$ cat config.mk
export PLATFORM = sky130hd
export DESIGN_NAME = serial_demux_1_a_8
export DESIGN_NICKNAME = d
export VERILOG_FILES = /design/src/rtl/itesm_tiny_pkg.sv /design/src/rtl/serial_demux_index_ctr.sv /design/src/rtl/serial_demux_1_a_8.sv
export SDC_FILE = /design/constraint.sdc
export NUM_CORES = 1
export LEC_CHECK = 0
export ABC_AREA = 1
export CORE_UTILIZATION = 50
export DETAILED_ROUTE_END_ITERATION = 7
export PLACE_DENSITY_LB_ADDON = 0.08
export SETUP_SLACK_MARGIN = 0.2
export SYNTH_ARGS = -nofsm -noshare
export SYNTH_HDL_FRONTEND = slang
export SYNTH_HIERARCHICAL = 1
export SYNTH_SLANG_ARGS = --single-unit
$ cat constraint.sdc
create_clock -name clk -period 8 [get_ports clk]
set_input_delay 1.6 -clock clk [delete_from_list [all_inputs] [get_ports clk]]
set_output_delay 1.6 -clock clk [all_outputs]
set_load 0.03 [all_outputs]
$ cat src/rtl/itesm_tiny_pkg.sv
// Shared constants for the tiny serial bit-select path: default word width,
// index width and FSM state encodings.
package itesm_tiny_pkg;

   localparam int WIDTH_DEF = 8;
   localparam int SEL_W_DEF = $clog2(WIDTH_DEF);

   // One-bit state encoding kept as plain constants for older tooling.
   localparam logic [0:0] ST_IDLE    = 1'b0;
   localparam logic [0:0] ST_COLLECT = 1'b1;

endpackage

$ cat src/rtl/serial_demux_index_ctr.sv
// Mod-WIDTH bit-position counter. Clear has priority over enable.
// tc flags that the current count is the last position of the word.
module serial_demux_index_ctr import itesm_tiny_pkg::*; #(
   parameter int WIDTH = WIDTH_DEF,
   parameter int SEL_W = $clog2(WIDTH)
) (
   input  logic             clk,
   input  logic             rst_n,
   input  logic             en,
   input  logic             clr,
   output logic [SEL_W-1:0] cnt,
   output logic             tc
);

   assign tc = (cnt == SEL_W'(WIDTH - 1));

   // Count accepted bits; wraps naturally because WIDTH is a power of two.
   always_ff @(posedge clk or negedge rst_n) begin
      if (!rst_n)
         cnt <= '0;
      else if (clr)
         cnt <= '0;
      else if (en)
         cnt <= cnt + 1'b1;
   end

endmodule

$ cat src/rtl/serial_demux_1_a_8.sv
// Receive side of the 8:1 bit-select link: rebuilds a WIDTH-bit word from a
// serial stream, either in auto order (internal index) or addressed order
// (sel_in per bit, completion once every position has been written).
module serial_demux_1_a_8 import itesm_tiny_pkg::*; #(
   parameter int WIDTH = WIDTH_DEF,
   parameter int SEL_W = $clog2(WIDTH)
) (
   input  logic             clk,
   input  logic             rst_n,
   input  logic             bit_in,
   input  logic             bit_valid,
   input  logic [SEL_W-1:0] sel_in,
   input  logic             mode,
   input  logic             clear,
   output logic [WIDTH-1:0] data_out,
   output logic             data_valid,
   output logic [SEL_W-1:0] sel_out,
   output logic             busy
);

   logic [0:0]       state;
   logic             mode_r;
   logic             eff_mode;
   logic             accept;
   logic             done;
   logic [WIDTH-1:0] acc;
   logic [WIDTH-1:0] acc_nxt;
   logic [WIDTH-1:0] mask;
   logic [WIDTH-1:0] mask_nxt;
   logic [WIDTH-1:0] sel_hot;
   logic [SEL_W-1:0] idx;
   logic             idx_tc;
   logic [SEL_W-1:0] fill_cnt;

   // Mode is taken live on the first bit of a frame, then from the latch.
   assign eff_mode = (state == ST_COLLECT) ? mode_r : mode;
   assign accept   = bit_valid & ~clear;
   assign busy     = (state == ST_COLLECT);

   serial_demux_index_ctr #(
      .WIDTH (WIDTH),
      .SEL_W (SEL_W)
   ) u_idx (
      .clk   (clk),
      .rst_n (rst_n),
      .en    (accept & ~eff_mode),
      .clr   (clear | done),
      .cnt   (idx),
      .tc    (idx_tc)
   );

   // Merge the incoming bit at its position and update the fill mask.
   always_comb begin
      sel_hot          = '0;
      sel_hot[sel_in]  = 1'b1;
      acc_nxt          = acc;
      if (eff_mode)
         acc_nxt[sel_in] = bit_in;
      else
         acc_nxt[idx]    = bit_in;
      mask_nxt = mask | sel_hot;
   end

   assign done = accept & (eff_mode ? (&mask_nxt) : idx_tc);

   // Number of distinct positions filled so far in addressed mode.
   always_comb begin
      fill_cnt = '0;
      for (int i = 0; i < WIDTH; i++)
         fill_cnt = fill_cnt + SEL_W'(mask[i]);
   end

   assign sel_out = eff_mode ? fill_cnt : idx;

   // Frame FSM with accumulator and mask; completion and clear both restart.
   always_ff @(posedge clk or negedge rst_n) begin
      if (!rst_n) begin
         state  <= ST_IDLE;
         mode_r <= 1'b0;
         acc    <= '0;
         mask   <= '0;
      end else if (clear || done) begin
         state  <= ST_IDLE;
         acc    <= '0;
         mask   <= '0;
      end else if (accept) begin
         state <= ST_COLLECT;
         acc   <= acc_nxt;
         if (eff_mode)
            mask <= mask_nxt;
         if (state == ST_IDLE)
            mode_r <= mode;
      end
   end

   // Output word register and its one-cycle update strobe.
   always_ff @(posedge clk or negedge rst_n) begin
      if (!rst_n) begin
         data_out   <= '0;
         data_valid <= 1'b0;
      end else begin
         data_valid <= done;
         if (done)
            data_out <= acc_nxt;
      end
   end

endmodule
## After elaboration in Yosys (flattened, before gate mapping)

Index checks and enable logic that the tools add are counted.

- Register bits: 30
- Bits of input ports: 9
- Output and inout bits: 13
- Word-level logic and storage cells: 56

- Add/sub/neg operators: 8
- Magnitude comparators: 4
- Equality and inequality tests: 1
- Multiplexer cells: 19
- Bitwise logic cells: 8
- Reductions and logical operators: 9

Operators by type and width:

| cell | number |
|---|---|
| $mux 8 | 6 |
| $bwmux 8 | 2 |
| $add 3x1->3 | 5 |
| $mux 3 | 3 |
| $lt 3x4->1 const B | 2 |
| $or 8x8->8 | 1 |
| $reduce_and 8->1 | 1 |
| $demux 1 s3 | 2 |
| $ge 3x1->1 const B | 2 |
| $mux 1 | 6 |
| $reduce_bool 2->1 | 3 |
| $reduce_and 2->1 | 2 |
| $add 2x1->3 | 1 |
| $add 3x1->3 const B | 1 |
| $and 1x1->1 | 3 |
| $eq 3x3->1 const B | 1 |
| $not 1->1 | 3 |
| $add 1x1->2 | 1 |
| $logic_and 1x1->1 | 2 |
| $logic_or 1x1->1 | 1 |
| $or 1x1->1 | 1 |

## Longest topological paths before layout

Gate-level depths: netlist of the first run.

- Depth in word-level cells: 11
- Mapped depth: 11
- Gate-level depth less buffers: 10

## By module

The synthesis of the first run kept the hierarchy.

Modules (own cells, without submodules):

| module | times used | cells each | area each (um^2) | sequential area each (um^2) |
|---|---|---|---|---|
| serial_demux_1_a_8 | 1 | 250 | 1762.9 | 675.6 |
| serial_demux_index_ctr | 1 | 17 | 151.4 | 75.1 |

## Worst setup path before layout of the first run

Ideal clock, no wire load.

- Path kind: register -> output
- Start point: register mask[0]
- End point: output sel_out[2]
- Arrival: 2.909 ns
- Data required time: 6.400 ns
- Slack: 3.491 ns
- Stages on the path, launching flop included: 11
- Buffers on the path: 0
- Path through: dfrtp_1 -> inv_1 -> fa_1 -> fa_1 -> fa_1 -> inv_1 -> ha_1 -> fa_1 -> xor2_1 -> nand2_1 -> o21ai_0

- Cells in the longest elaborated chain, start to end: 8

Ends and longest elaborated chain:

| element | line | text |
|---|---|---|
| from (decl) | serial_demux_1_a_8.sv:28 | `logic [WIDTH-1:0] mask;` |
| from (signal assigned) | serial_demux_1_a_8.sv:90 | `mask <= mask_nxt;` |
| $add 1x1->2 | serial_demux_1_a_8.sv:70 | `fill_cnt = fill_cnt + SEL_W'(mask[i]);` |
| $add 2x1->3 | serial_demux_1_a_8.sv:70 |  |
| $add 3x1->3 (5 in a row) | serial_demux_1_a_8.sv:70 |  |
| $mux 3 | serial_demux_1_a_8.sv:73 | `assign sel_out = eff_mode ? fill_cnt : idx;` |
| to (decl) | serial_demux_1_a_8.sv:17 | `output logic [SEL_W-1:0] sel_out,` |

Every way passes these cells.

## Final worst setup path of the first run

Ends and elaborated chain as after synthesis.

==> results.yml, run 1 <==
placed_design:
  post-place-ws_ns: 2.96
  portBuffers: 21
  hpwlAfterDp_mm: 3.25
  place_area_mm2: 0.00217
  place.gp.congestion: 0.886
global_route:
  grt_remaining_overflow: 0
  grt_start_max_net_pins: 31
  grt_pass1_wl_mm: 7.74
  antenna_found_initial: 0
  grt_use_total: 0.248
  grt_pass1_vias: 1672
timing:
  rsz0062_at_grt: "false"
  whs_ns: 0.474
  min_period_ns: 5.36
  timing.fmax_ghz: 0.186
  final.setup.worst_slack_ns: 2.64
  relSlewSlack: 0.601
  setup_tns_ns: 0
  min_period_over_period: 0.670
  drv_slew: 0
  setup_violations: 0
  worst_pin_slew_ns: 0.596
  clock_skew_ns: 0.00474
  hold_viol_final: 0
worst_setup_path:
  worst_path_max_delay_cell: "clkdlybuf4s50_1"
  slowest_delay_ns: 0.69
  worstSetupPathType: "reg2out"
  critPathMaxFanout: 2
  cp_cell_sequence: "inv_1, fa_1, fa_1, fa_1, inv_1, ha_1, fa_1, xor2_1, nand2_1, o21ai_0, clkdlybuf4s50_1"
  cpMostUsedCell: "fa_1"
  rr_worst_depth: 8
  arrival_ns: 3.76
  worstPathRequired_ns: 6.40
  crit_path_end_kind: "output pin"
  critPathLaunchType: "flop"
yosys:
  synth-seq-area-share: 0.392
  ys.flop_type: "dfrtp_1"
  synth_seq_cells: 30
  yosys.area.top_type: "dfrtp_1"
  synthTopCellsByArea: "dfrtp_1, nand2_1, nand3_1"
  synthXorXnorAreaFrac: 0.00458
  synthDominantCellAreaShare: 0.392
  synth.distinct_cells: 23
  syn_area_mm2: 0.00191
  synth_nets: 284
  synth_compound_gate_area_share: 0.0699
  synth_common_cells: "nand2_1, inv_1, dfrtp_1, nand3_1, nor2_1"
  synth.most_common_cell: "nand2_1"
  synth_async_sr_flop_share: 1.00
  synthAdderAreaFrac: 0.0680
  yosys_warnings: 6
  avgSynthCellArea_um2: 7.17
  synth_top_family_by_area: "simple AND/OR/NAND/NOR gates"
  yosys.area_share.simple: 0.390
  syn_inst: 267
  synth-edff-count: 0
  yosys-mux-area-fraction: 0
detailed_routing:
  ant_nets: 0
  drt-wirelength-per-cell_um: 13.0
  drt_pre_antenna_iters: 4
  wl_mm: 4.44
  avgViaCountPerCell: 5.26
  num_vias: 1794
  drc_errors: 0
  first_iter_violations: 112
clocking:
  cts_buffers: 5
  cts_tree: "done"
  root_buffer: "clkbuf_8"
  clockBufferDepth: 2
  htreeDepth: 2
  holdBufCountCts: 0
  cts_sinks: 30
  postCtsSetupBuffers: 0
  clkTransAtPathRegs_ns: 0.06
  ctsResizeCount: 0
  clk-insertion-delay-late_ns: 0.28
die:
  die_width_um: 63.9
  rows: 22
  dieHeight_um: 63.9
  die_area_mm2: 0.00408
  core_area_mm2: 0.00366
  io_pins: 22
  start_util: 0.523
status:
  outcome: "complete, no violations"
hold_path:
  hold_depth: 2
  hold_path.class: "reg2reg"
final_layout:
  final_nets: 309
  area_delta_synth_final_pct: 18.0
  antenna_cells: 0
  fin_util: 0.617
  design_area_mm2: 0.00226
  drive_above_1_share: 0.0683
power:
  ir_drop_uv: 124
  p_leak_uw: 0.00116
  power_density_mw_per_mm2: 149
run:
  drv_cap: 0
-- routing by layer --
layer | vias to the layer above | wire length [µm] | global-route usage
met3 | 9 | 209 | 0.0536
met4 | 0 | 77 | 0.0938
met5 | - | 0 | 0
met2 | 39 | 2000 | 0.376
met1 | 843 | 2150 | 0.347
li1 | 903 | - | -
-- layout by cell type (no fill, tap or decap), types with 2 or more instances in the layout --
cell type,count
a31oi_1,2
clkbuf_8,6
clkdlybuf4s50_1,21
dfrtp_1,30
fa_1,4
ha_1,4
inv_1,31
nand2_1,99
nand2_2,3
nand3_1,28
nand3_2,2
nand4_1,10
nor2_1,21
nor2_2,4
o21ai_0,18
-- power breakdown --
part           total, µW  switching [µW]  internal [µW]
combinational       51.5            34.5           17.1
sequential           160            3.73            156
clock                124            55.2           69.2
-- worst max-delay path: cells and delay by family, from the launching register on --
family | cells | cell delay, ns
AOI/OAI and AO/OA | 1 | 0.08
buffers and inverters | 3 | 0.80
adders and majority gates | 5 | 2.06
DFF | 1 | 0.34
and+or+nand+nor | 1 | 0.05
xor gates and xnor gates | 1 | 0.14
-- path summary, 6_finish.rpt --
check	startpoint	end	slack, ns
worst max-delay path	mask[0]	sel_out[2]	2.64
worst min-delay path	mode_r	mode_r	0.47
worst max register to register	busy	u_idx/cnt[1]	5.88
worst min register to register	mode_r	mode_r	0.47
max in group asynchronous	rst_n	acc[5]	6.01
min in group asynchronous	rst_n	mask[5]	1.71
-- flip-flops by register name, summed over array words and instances, names as in the netlist --
signal and count:
acc 8, busy 1, mode_r 1, data_out 8
data_valid 1, mask 8, u_idx/cnt 3
-- layout make-up --
type                            count  area [µm²]
Clock buffer                        7        86.3
Clock inverter                      1        5.00
Fill cell                         333        1400
Inverter                           32         120
Multi-Input combinational cell    201        1020
Sequential cell                    30         751
Tap cell                           48        60.1
Timing Repair Buffer               22         218
-- kinds of logic (layout without fill, tap and decap cells) --
family / count (synthesis) / count (layout)
xor gates and xnor gates: 1 / 1
buffers and inverters: 36 / 62
AOI/OAI and AO/OA: 23 / 23
DFF: 30 / 30
adders and majority gates: 8 / 8
and+or+nand+nor: 169 / 169
-- through the flow --
stage               instances  total power (µW)
finish                    341               336
global route              341               351
CTS                       341               338
detailed placement        333               214
global placement          333               214
floorplan                 267               193
No activity file was read; power rests on OpenSTA's default activity.
==> run 2, diff against run 1 <==
==> constraint.sdc (replaced) <==
create_clock -name clk -period 5.5 [get_ports clk]
set_input_delay 1.1 -clock clk [delete_from_list [all_inputs] [get_ports clk]]
set_output_delay 1.1 -clock clk [all_outputs]
set_load 0.03 [all_outputs]
==> run 2 against run 1 <==
  * Die area unchanged
  * Worst hold slack got worse by 0.0046 ns
  * Non-clock buffer count unchanged
  * Sequential power grew 46%
  * Critical endpoint unchanged
  * Highest routed layer unchanged
==> results.yml, run 2 (synthesis results as in run 1) <==
status:
  outcome: "complete, no violations"
worst_setup_path:
  crit_path_end_kind: "output pin"
  worstPathRequired_ns: 4.40
  critPathMaxFanout: 2
  cpMostUsedCell: "fa_1"
  worstSetupPathType: "reg2out"
  rr_worst_depth: 8
  cp_num_buf_inv: 3
  r2r-start: "busy"
  arrival_ns: 3.78
  cp_cell_sequence: "inv_1, fa_1, fa_1, fa_1, inv_1, ha_1, fa_1, xor2_1, nand2_1, o21ai_0, clkdlybuf4s50_1"
  cp-startpoint: "mask[0]"
  slowest_delay_ns: 0.69
  worst_path_max_delay_cell: "clkdlybuf4s50_1"
  reg2reg_slack_ns: 3.33
  crit_family: "adder cells"
  r2r_end: "u_idx/cnt[1]"
  critPathLaunchType: "flop"
final_layout:
  reg_top3: "acc: 8 flops, data_out: 8 flops, mask: 8 flops"
  area_delta_synth_final_pct: 20.7
  final_cell_mix: "nand2_1, inv_1, dfrtp_1, nand3_1"
  drive_above_1_share: 0.0717
  final_nets: 309
  mostFrequentLayoutCell: "nand2_1"
  antenna_cells: 0
die:
  core_area_mm2: 0.00366
  die_area_mm2: 0.00408
  die_width_um: 63.9
  start_util: 0.523
  io_pins: 22
  dieHeight_um: 63.9
  rows: 22
hold_path:
  hp-start: "mode_r"
  hold_path.class: "reg2reg"
  whs_endpoint: "mode_r"
  hold_depth: 2
timing:
  clock_skew_ns: 0.00770
  setup_violations: 0
  relSlewSlack: 0.631
  drv_slew: 0
  worst_pin_slew_ns: 0.551
  timing.fmax_ghz: 0.205
  rsz0062_at_grt: "false"
  whs_ns: 0.470
  hold_viol_final: 0
  min_period_ns: 4.88
  min_period_over_period: 0.888
  setup_tns_ns: 0
clocking:
  clk-insertion-delay-late_ns: 0.28
  clockBufferDepth: 2
  root_buffer: "clkbuf_8"
  ctsResizeCount: 0
  postCtsSetupBuffers: 0
  clkTransAtPathRegs_ns: 0.06
  cts_sinks: 30
  holdBufCountCts: 0
  cts_buffers: 5
  cts_tree: "done"
  htreeDepth: 2
global_route:
  grt_pass1_wl_mm: 7.89
  grt_remaining_overflow: 0
  grt_start_max_net_pins: 31
  antenna_found_initial: 0
  grt_use_total: 0.251
  grt_pass1_vias: 1698
detailed_routing:
  ant_nets: 0
  avgViaCountPerCell: 5.14
  drt-wirelength-per-cell_um: 12.8
  first_iter_violations: 100
  drc_errors: 0
  num_vias: 1754
  wl_mm: 4.37
  drt_pre_antenna_iters: 4
power:
  combPwrFrac: 0.129
  netSwitchingFraction: 0.237
  switchingPower_uw: 138
  p_int_uw: 445
  power_density_mw_per_mm2: 252
  p_leak_uw: 0.00118
  ir_drop_uv: 160
  power_frac_seq: 0.399
  p_clk_frac: 0.472
placed_design:
  portBuffers: 21
  hpwlAfterDp_mm: 3.31
  place.gp.congestion: 0.966
run:
  drv_cap: 0
## run 2: cell count changes in the layout (fill, tap and decap cells not counted), sizes merged
cell,before,now
clkbuf,7,6
bufinv,0,2
clkinv,2,1
## run 2: power by group through the flow
stage / combinational, µW / sequential (µW) / clock (µW)
2_1_floorplan: 42.1 / 239 / 0
3_3_place_gp: 75.2 / 236 / 0
3_5_place_dp: 75.1 / 236 / 0
4_1_cts: 75.8 / 232 / 280
5_1_grt: 84.8 / 233 / 289
6_report: 75.1 / 233 / 275
## run 2: worst min-delay path: cells and delay by family (launching register included)
kind,cells,cell delay [ns]
flip-flops,1,0.34
AND/OR/NAND/NOR,2,0.09
## run 2: layout make-up
cell class	count	area, µm²
Clock buffer	6	82.6
Timing Repair Buffer	22	218
Sequential cell	30	751
Clock inverter	2	60.1
Inverter	32	120
Multi-Input combinational cell	201	1020
Tap cell	48	60.1
Fill cell	350	1350
## run 2: per-stage QoR
stage                     worst slack (ns)  power [µW]  utilization  instance area [µm²]  cells
final                                0.616         583        0.631                 2310    341
after global routing                 0.473         607        0.631                 2310    341
after CTS                            0.621         588        0.631                 2310    341
after detailed placement             0.962         312        0.592                 2170    333
after global placement               0.974         311        0.592                 2170    333
after floorplan                       1.49         281            -                 1910    267
## run 2: layer usage
metal	wire length, µm	vias up	track usage
met3	184	8	0.0518
met1	2110	810	0.341
li1	-	902	-
met2	2000	34	0.395
met5	0	-	0
met4	78	0	0.0909
## run 2: how the worst max path moves through the flow
stage | endpoint | slack [ns] | cells after the start
floorplan | sel_out[2] | 1.49 | 10
global placement | sel_out[2] | 0.97 | 11
detailed placement | sel_out[2] | 0.96 | 11
CTS | sel_out[2] | 0.62 | 11
global route | sel_out[2] | 0.47 | 11
finish | sel_out[2] | 0.62 | 11
==> run 3, diff against run 2 <==
--- a/config.mk
+++ b/config.mk
@@ -6,9 +6,9 @@
 export NUM_CORES = 1
 export LEC_CHECK = 0
 export ABC_AREA = 1
-export CORE_UTILIZATION = 50
+export CORE_UTILIZATION = 56
 export DETAILED_ROUTE_END_ITERATION = 7
-export PLACE_DENSITY_LB_ADDON = 0.08
+export PLACE_DENSITY = 0.8
 export SETUP_SLACK_MARGIN = 0.2
 export SYNTH_ARGS = -nofsm -noshare
 export SYNTH_HDL_FRONTEND = slang
==> run 3 against run 2 <==
  * Routed wire length is 4.0% lower
  * Non-clock buffer count stayed put
  * Core utilization is 7.0 points higher
  * Maximum frequency is 1.1% lower
  * Clock-buffer cell count is 1 lower
  * Sequential cell count stayed put
==> results.yml, run 3 (synthesis results as in run 1) <==
clocking:
  clkTransAtPathRegs_ns: 0.09
  clk-insertion-delay-late_ns: 0.34
  ctsResizeCount: 0
  root_buffer: "clkbuf_4"
  holdBufCountCts: 0
  cts_tree: "done"
  htreeDepth: 2
  postCtsSetupBuffers: 0
  clockBufferDepth: 2
  cts_buffers: 5
  cts_sinks: 30
final_layout:
  antenna_cells: 0
  final_cell_mix: "nand2_1, inv_1, dfrtp_1, nand3_1"
  final_nets: 309
  layout.cells.non_filler: 336
  area_delta_synth_final_pct: 15.4
  mostFrequentLayoutCell: "nand2_1"
  reg_top3: "acc: 8 flops, data_out: 8 flops, mask: 8 flops"
  drive_above_1_share: 0.0685
  fillers: 268
  design_area_mm2: 0.00221
die:
  dieHeight_um: 60.5
  io_pins: 22
  die_width_um: 60.5
  start_util: 0.607
  die_area_mm2: 0.00366
  rows: 20
  core_area_mm2: 0.00315
global_route:
  grt_pass1_wl_mm: 7.09
  grt_pass1_vias: 1565
  grt_use_total: 0.265
  antenna_found_initial: 0
  grt_remaining_overflow: 0
  grt_start_max_net_pins: 31
detailed_routing:
  avgViaCountPerCell: 5.26
  wl_mm: 4.20
  num_vias: 1766
  drc_errors: 0
  ant_nets: 0
  drt-wirelength-per-cell_um: 12.5
  drt_pre_antenna_iters: 4
  first_iter_violations: 100
timing:
  rsz0062_at_grt: "false"
  setup_tns_ns: 0
  min_period_over_period: 0.898
  relSlewSlack: 0.611
  final.setup.worst_slack_ns: 0.561
  worst_pin_slew_ns: 0.582
  clock_skew_ns: 0.00887
  hold_viol_final: 0
  drv_slew: 0
  timing.fmax_ghz: 0.202
  whs_ns: 0.489
  setup_violations: 0
  min_period_ns: 4.94
placed_design:
  place.gp.congestion: 0.888
  hpwlAfterDp_mm: 3.16
  portBuffers: 21
  place_area_mm2: 0.00216
  placed_cells: 329
  post-place-ws_ns: 0.948
hold_path:
  hold_depth: 2
  hold_path.class: "reg2reg"
worst_setup_path:
  critPathMaxFanout: 2
  crit_path_end_kind: "output pin"
  critPathLaunchType: "flop"
  rr_worst_depth: 8
  worstSetupPathType: "reg2out"
  arrival_ns: 3.84
  worstPathRequired_ns: 4.40
  reg2reg_slack_ns: 3.34
power:
  power_density_mw_per_mm2: 194
  ir_drop_uv: 141
  p_leak_uw: 0.00114
status:
  outcome: "complete, no violations"
run:
  drv_cap: 0
-- run 3: changes by cell type in the layout (fill, tap and decap cells not counted), sizes merged --
cell | before | now
clkinv | 1 | 3
clkbuf | 6 | 5
bufinv | 2 | 0
-- run 3: cell type report --
type,instances,area [µm²],share of cell area
Clock inverter,2,10.0,0.00453
Clock buffer,5,37.5,0.0170
Multi-Input combinational cell,201,1020,0.461
Sequential cell,30,751,0.340
Timing Repair Buffer,22,218,0.0985
Inverter,32,120,0.0544
Tap cell,44,55.1,0.0249
-- run 3: final timing paths --
check	from	to
worst min-delay path	mode_r	mode_r
worst max register to register	busy	u_idx/cnt[1]
min in group asynchronous	rst_n	acc[7]
worst max-delay path	mask[0]	sel_out[2]
max in group asynchronous	rst_n	acc[1]
worst min register to register	mode_r	mode_r
-- run 3: per-layer routing --
layer / global-route usage / vias up / wire length (µm)
met2: 0.400 / 61 / 1860
li1: - / 901 / -
met5: 0 / - / 0
met4: 0.0877 / 0 / 53
met3: 0.0725 / 7 / 307
met1: 0.370 / 797 / 1970
-- run 3: stage by stage --
| stage | power, µW | util |
|---|---|---|
| floorplan | 281 | - |
| global placement | 310 | 0.686 |
| detailed placement | 311 | 0.686 |
| CTS | 430 | 0.701 |
| global route | 448 | 0.701 |
| finish | 429 | 0.701 |
-- run 3: where the power goes --
part	switching (µW)	internal, µW	total, µW
clock	76.0	45.8	122
combinational	50.0	24.7	74.6
sequential	5.56	227	232
total	132	297	429
-- run 3: critical path: stages (launching register included) --
cell	delay (ns)
dfrtp_1	0.35
inv_1	0.08
fa_1	0.55
fa_1	0.43
fa_1	0.49
inv_1	0.04
ha_1	0.19
fa_1	0.38
xor2_1	0.14
nand2_1	0.06
o21ai_0	0.10
clkdlybuf4s50_1	0.70
